File: config.mk
export PLATFORM = sky130hd
export DESIGN_NAME = aes_shiftrows_pipe
export DESIGN_NICKNAME = d
export VERILOG_FILES = /design/src/rtl/aes_shiftrows_pipe.sv
export SDC_FILE = /design/constraint.sdc
export NUM_CORES = 1
export LEC_CHECK = 0
export ABC_AREA = 0
export CORE_MARGIN = 2
export CORE_UTILIZATION = 35
export CTS_BUF_LIST = sky130_fd_sc_hd__clkbuf_8 sky130_fd_sc_hd__clkbuf_16
export DETAILED_ROUTE_END_ITERATION = 8
export HOLD_SLACK_MARGIN = 0.1
export PLACE_DENSITY = 0.57
export SYNTH_ARGS = -nofsm -noshare
export SYNTH_HDL_FRONTEND = slang
export SYNTH_SLANG_ARGS = --single-unit
File: constraint.sdc
create_clock -name clk -period 32.1 [get_ports clk]
set_clock_uncertainty 0.15 [all_clocks]
set_input_delay 6.42 -clock clk [delete_from_list [all_inputs] [get_ports clk]]
set_output_delay 6.42 -clock clk [all_outputs]
set_load 0.03 [all_outputs]
File: src/rtl/aes_shiftrows_pipe.sv
// aes_shiftrows_pipe: AES ShiftRows / InvShiftRows across LANES 128-bit states
// per beat, followed by a DEPTH-entry valid/ready output FIFO with tag sideband.
// Optional feature macro: SHIFTROWS_BYPASS_EN (adds in_bypass to store beats untransformed).
module aes_shiftrows_pipe #(
  parameter int unsigned LANES = 1,
  parameter int unsigned DEPTH = 4,
  parameter int unsigned TAG_W = 8
) (
  input  logic                     clk,
  input  logic                     rst,
  input  logic                     in_valid,
  output logic                     in_ready,
  input  logic                     in_inv,
`ifdef SHIFTROWS_BYPASS_EN
  input  logic                     in_bypass,
`endif
  input  logic [TAG_W-1:0]         in_tag,
  input  logic [128*LANES-1:0]     in_state,
  output logic                     out_valid,
  input  logic                     out_ready,
  output logic [TAG_W-1:0]         out_tag,
  output logic [128*LANES-1:0]     out_state,
  output logic [$clog2(DEPTH):0]   fill
);

  localparam int unsigned W      = 128 * LANES;
  localparam int unsigned PTR_W  = $clog2(DEPTH);
  localparam int unsigned FILL_W = PTR_W + 1;

  typedef struct packed {
    logic [TAG_W-1:0] tag;
    logic [W-1:0]     state;
  } entry_t;

  entry_t             mem [DEPTH];
  logic [PTR_W-1:0]   wr_ptr, rd_ptr;
  logic [PTR_W-1:0]   wr_ptr_nxt, rd_ptr_nxt;
  logic [FILL_W-1:0]  fill_nxt;
  logic               push, pop;
  logic [W-1:0]       shifted;
  entry_t             wr_entry;
  entry_t             head_nxt;

  // Source column of output byte (r,c): rotate row r left (forward) or right (inverse) by r.
  function automatic int unsigned src_col(input int unsigned r, input int unsigned c,
                                          input logic inv);
    src_col = inv ? ((c + 4 - r) % 4) : ((c + r) % 4);
  endfunction

  // Byte permutation, identical for every lane of the beat.
  always_comb begin
    shifted = '0;
    for (int unsigned k = 0; k < LANES; k++) begin
      for (int unsigned c = 0; c < 4; c++) begin
        for (int unsigned r = 0; r < 4; r++) begin
          shifted[128*k + 8*(r + 4*c) +: 8] =
            in_state[128*k + 8*(r + 4*src_col(r, c, in_inv)) +: 8];
        end
      end
    end
  end

  // Entry written on push: transformed (or raw, when bypassed) state plus tag.
  always_comb begin
    wr_entry.tag   = in_tag;
    wr_entry.state = shifted;
`ifdef SHIFTROWS_BYPASS_EN
    if (in_bypass) begin
      wr_entry.state = in_state;
    end
`endif
  end

  // Handshake decode and next pointer/occupancy; head register reload value.
  always_comb begin
    push       = in_valid & in_ready & ~rst;
    pop        = out_valid & out_ready;
    wr_ptr_nxt = wr_ptr + PTR_W'(push);
    rd_ptr_nxt = rd_ptr + PTR_W'(pop);
    fill_nxt   = fill + FILL_W'(push) - FILL_W'(pop);
    head_nxt   = mem[rd_ptr_nxt];
    // A beat written this cycle into the slot that becomes the head must be forwarded.
    if (push && (rd_ptr_nxt == wr_ptr)) begin
      head_nxt = wr_entry;
    end
  end

  // FIFO storage; deliberately not cleared by reset.
  always_ff @(posedge clk) begin
    if (push) begin
      mem[wr_ptr] <= wr_entry;
    end
  end

  // Pointers, occupancy, flags and registered head outputs.
  always_ff @(posedge clk) begin
    if (rst) begin
      wr_ptr    <= '0;
      rd_ptr    <= '0;
      fill      <= '0;
      out_valid <= 1'b0;
      in_ready  <= 1'b1;
      out_tag   <= '0;
      out_state <= '0;
    end else begin
      wr_ptr    <= wr_ptr_nxt;
      rd_ptr    <= rd_ptr_nxt;
      fill      <= fill_nxt;
      out_valid <= (fill_nxt != '0);
      in_ready  <= (fill_nxt < FILL_W'(DEPTH));
      // Head holds its last value while empty so stale storage never shows.
      if (fill_nxt != '0) begin
        out_tag   <= head_nxt.tag;
        out_state <= head_nxt.state;
      end
    end
  end

endmodule

* Yosys cells after proc, flatten, opt, wreduce, memory -nomap -nowiden
Memories as Yosys holds them, arrays and structs flattened. A register that Yosys moved wholly into a read port is not among the register bits.
Cells that the tools add are included.
W data, S select, Z words.
** Storage, ports and cells
- Register bits after elaboration :: 9
- Bits in writable memories :: 544
- Input port bits :: 141
- Output and inout port bits :: 141
- Logic and storage cells :: 38
- Memories kept :: 1
** Memories
- mem :: words 4, bits a word 136, rd ports 1, clocked after memory_dff 1, write ports 1, line 35 : entry_t mem [DEPTH];
** Operators by class
- Add/sub/neg operators :: 12
- Magnitude comparators :: 1
- Shift-type cells :: 8
- Muxes and demuxes :: 6
- Bitwise gates (word level) :: 4
- Reduce and logical (&&, ||, !) cells :: 1
** Operators with widths (count)
- $shiftx A128 B33 Y8 :: 4
- $shiftx A128 B9 Y8 :: 4
- $add A1 B29 Y29 const A :: 2
- $add A2 B29 Y29 const A :: 2
- $add A1 B4 Y5 const A :: 2
- $add A2 B4 Y5 const A :: 2
- $mux W2 :: 4
- $add A2 B1 Y2 :: 2
- $add A3 B1 Y3 :: 1
- $and A1 B1 Y1 :: 3
- $lt A3 B3 Y1 const B :: 1
- $reduce_bool A3 Y1 :: 1
- $sub A3 B1 Y3 :: 1
- $mux W1 :: 2
- $not A1 Y1 :: 1

* Longest topological paths before layout
- Depth in word-level cells :: 5
- Mapped depth :: 14

* Worst setup path after synthesis
OpenSTA, ideal clock, no wires.
- Path type :: input port to flip-flop
- From :: in rst
- To :: mem mem[2][0] (netlist bit), enable pin
- Setup time :: 826 ps
- Arrival :: 16692 ps
- Data required time :: 31124 ps
- Path slack :: 14432 ps
- Stages :: 3
- Cells stage by stage :: clkbuf_1 nand3b_4 nor3b_1
** On the way
- Word-level cells in the longest chain between the ends :: 4
** Ends and longest elaborated chain
- from (decl) :: line 10 : input logic rst,
- $not A1 Y1 :: line 76 : push = in_valid & in_ready & ~rst;
- $and A1 B1 Y1 :: line 76
- $mux W1 :: line 90 : if (push) begin
- $mux W1 (implied by the code) :: line 91 : mem[wr_ptr] <= wr_entry;
- to (decl) :: line 35
No other way between the ends.

* Worst setup path after layout
- From :: in out_ready
- To :: reg out_state[99], read port of mem
** RTL lines
- from (decl) :: line 20 : input logic out_ready,
- $and A1 B1 Y1 :: line 77 : pop = out_valid & out_ready;
- $add A2 B1 Y2 :: line 79 : rd_ptr_nxt = rd_ptr + PTR_W'(pop);
- via rd_ptr_nxt[0] :: line 37 : logic [PTR_W-1:0] wr_ptr_nxt, rd_ptr_nxt;
- to (decl) :: line 22 : output logic [128*LANES-1:0] out_state,
The timed path passes the listed nets, and every way through them passes these cells.
A chain may end at the register's enable or synchronous reset.

==> summary.txt <==
Synthesis
  • Synth async-reset ratio: 0%
  • Top cell type's share of synthesized area: between 60% and 70%
  • Complex-gate fraction of the synthesized area: 7.87%
  • Xor and xnor area share after synthesis: less than 1%
  • Avg Cell Area, Syn: between 15 and 20 sq um
  • Main area contributors after synthesis: edfxtp_1 (60%), mux4_2 (11%), dfxtp_1 (11%)
  • #FFs+latches synth: 689
  • Adder-cell share of the synthesized area: 0.259%
  • Post-synthesis cell count: ~1600
  • Most frequent cell after synthesis: edfxtp_1
  • Largest area contributor in the netlist: edfxtp_1
  • Post-synthesis simple-gate area fraction: approximately 2.3%
  • Ys flop type: edfxtp_1
  • Ys Warns: 0
  • Sequential area share after synthesis: a little under three quarters
  • Syn Std Cell Area: 0.0270 sq mm
  • Synth Net Count: 1726
  • Most common library cells after synthesis: edfxtp_1 (544), dfxtp_1 (145), inv_1 (140), nand2_1 (137)
  • Largest family of logic cells by synthesized area: multiplexers
  • Number of synthesized flops with an enable pin: between 500 and 600
  • Netlist cell types: 31
  • Multiplexer share of the synthesized area: between 10 and 15%

CTS
  • Clk_lat worst skew: slightly above 0.6 ns
  • CTS Buffer Depth: 3
  • # resized after CTS: 0
  • Htree depth: 3
  • Hold_buf cts: 0
  • Clk slew on worst S/H paths: ~0.06 ns
  • Post-CTS Setup Inserts: 0
  • Num CTS Buffers: 76
  • CTS tree: done
  • CTS root buf: clkbuf_16
  • Clock Sinks: between 600 and 700

Pwr
  • Leakage dissipation: roughly 11 nW
  • NetSw: approximately 1.1 mW
  • Comb pwr share: between 30% and 40%
  • Clk pwr share: ~28%
  • Worst IR Drop VDD: around 0.13 mV
  • Switching share of total power: 33.9%
  • Reg power frac: 35.9%
  • Int Pwr: between 2 and 2.5 mW
  • Design Power: 3.13 mW
  • Power per Cell Area: roughly 94 mW/mm^2

Floorplanning
  • Core Area: around 0.076 sq mm
  • Height of the die: roughly 280 microns
  • Initial Util: between 30 and 40%
  • DIE AREA: between 0.07 and 0.08 sq mm
  • Num rows: between 100 and 150
  • DIE WIDTH: roughly 280 microns
  • IO Pins: approximately 280

STA
  • Setup TNS: 0 ns
  • Slew Viols, Final: 0
  • Fin crit share: around a third
  • Final min period: 10.60 ns
  • Measured slew at the worst slew-check pin: ~1.2 ns
  • Slew headroom: just under 20%
  • Fmax: 94.3 MHz
  • Fin. Hold Viols: 0
  • Number of setup violations in the final report: 0
  • Unrepaired setup endpoints after global routing: false

Setup path
  • CP peak stage delay: around 0.91 ns
  • Crit Path Class: primary input to flip-flop
  • Reg2Reg Depth: 9
  • Critical path's top delay family: buffers and inverters
  • Cell mode on critical path: buf_4
  • WP data required: ~32 ns
  • CP Max Fanout: between 100 and 150
  • Worst Path Buf+Inv: 4
  • Critical Path, Cell by Cell: clkdlybuf4s50_1, and2_1, ha_4, buf_12, xor2_1, nor3_4, buf_4, buf_4, a21oi_1, a221oi_1
  • WP depth: 10
  • Endpoint type of the worst setup path: flip-flop
  • Crit path DAT: between 10 and 15 ns
  • Slowest stage cell, crit path: buf_4
  • Worst setup SP type: primary input

Min path
  • Hold/Removal Path Class: flip-flop to flip-flop
  • Hold Path Stages: 2

Cells and area
  • Fraction of layout cells with a size suffix above 1: around 20%
  • Fin nets: 1989
  • Layout area overhead: 23.5%
  • Multi-input gate area: slightly below 0.007 sq mm
  • Filler-free cell count of the finished design: 2936
  • Fill count: between 6000 and 7000
  • Final Cell Area: approximately 0.033 sq mm
  • Register Area: about 0.019 sq mm
  • ANT cells: 0

Global routing
  • Grt ovf: 0
  • Vias in the first global route: approximately 16000
  • Initial antenna violation count: 4
  • Largest net degree at the start of global routing: 160
  • All-layer global routing usage: between 10% and 20%
  • Global-route wire length before repair: just under 100000 microns

Run
  • Max-Cap Viols: 0

Placement
  • Placed Area: 0.0308 sq mm
  • Placed Instances: between 2000 and 3000
  • I/O Buffers: approximately 280
  • Final HPWL DP: between 30000 and 40000 microns
  • RePlAce Congestion: 0.711

Outcome
  • Status: finished clean

Routing
  • DRC errors left: 0
  • Via density: ~5.1
  • Vias: roughly 15000
  • Final wirelength: 66200 microns
  • 1st-iter DRT viols: 918
  • Routed WL per cell: about 23 microns
  • Pre-antenna DRT Iters: 5
  • Routed Antenna Nets: 0
[final cells by class]
type                       instances  area share [%]
multi-input combinational        636            20.2
tap                             1030            3.86
clock buffer                      85            6.13
timing repair buffer             300            8.99
sequential                       689            57.6
clock inverter                    56            1.63
inverter                         140            1.57
[registers in the layout, summed over array words and instances, names as in the netlist]
name and cells:
out_state 128, out_tag 8, wr_ptr 2, fill 3
in_ready 1, mem 544, out_valid 1, rd_ptr 2
[per-layer routing]
layer / vias up / share of wire, % / track usage (%)
li1: 6716 / - / -
met1: 7869 / 43 / 21.8
met2: 384 / 50 / 28.3
met3: 91 / 5.1 / 3.05
met4: 6 / 1.9 / 5.02
met5: - / 0.056 / 0
[placed cells by master, fill, tap and decap left out, types with 2 or more instances in the layout]
| cell | instances |
|---|---|
| clkbuf_16 | 78 |
| inv_1 | 158 |
| mux2_2 | 64 |
| a21oi_1 | 136 |
| a221oi_1 | 95 |
| inv_6 | 2 |
| clkbuf_8 | 7 |
| nor2_1 | 3 |
| a221oi_2 | 41 |
| ha_1 | 3 |
| bufinv_16 | 10 |
| clkdlybuf4s50_1 | 279 |
| nor2b_1 | 4 |
| buf_4 | 16 |
| clkinvlp_4 | 5 |
| nand2_1 | 137 |
| buf_12 | 4 |
| dfxtp_1 | 145 |
| edfxtp_1 | 544 |
| clkinv_1 | 7 |
| mux4_2 | 136 |
| clkinv_2 | 12 |
[worst reg2reg max path: cells and delay by family (launching register included)]
kind	cells	cell delay (ns)
adders and majority gates	1	0.28
xor gates and xnor gates	1	0.29
and+or+nand+nor	2	0.53
DFF	1	0.31
buffers and inverters	3	2.51
AOI/OAI and AO/OA	2	0.53
[final timing paths]
path	endpoint	startpoint	slack [ns]
worst max register to register	out_state[99]	out_valid	27.39
worst min register to register	out_state[66]	out_state[66]	0.31
worst max-delay path	out_state[99]	out_ready	21.50
worst min-delay path	out_state[66]	out_state[66]	0.31
[power by group through the flow]
| stage | Clock [mW] | Combinational, mW | Sequential [mW] |
|---|---|---|---|
| 2_1_floorplan | 0 | 0.669 | 1.27 |
| 3_5_place_dp | 0 | 1.13 | 1.15 |
| 5_1_grt | 0.949 | 1.22 | 1.14 |
| 6_report | 0.891 | 1.11 | 1.13 |
| 4_1_cts | 0.919 | 1.13 | 1.13 |
| 3_3_place_gp | 0 | 1.12 | 1.14 |
[kinds of logic (layout without fill, tap and decap cells)]
family                     count (synthesis)  count (layout)
and+or+nand+nor                          154             154
AOI/OAI and AO/OA                        272             272
adders and majority gates                  5               5
DFF                                      689             689
xor gates and xnor gates                   5               5
buffers and inverters                    255             581
muxes                                    200             200
[through the flow]
stage,utilization [%],setup slack [ns],hold WS [ns]
2_1_floorplan,-,14.43,0.386
3_3_place_gp,40.4,20.96,0.298
3_5_place_dp,40.4,20.88,0.303
4_1_cts,43.8,21.50,0.312
5_1_grt,43.8,21.18,0.331
6_report,43.8,21.50,0.310
Power figures use the tool's default switching activity.
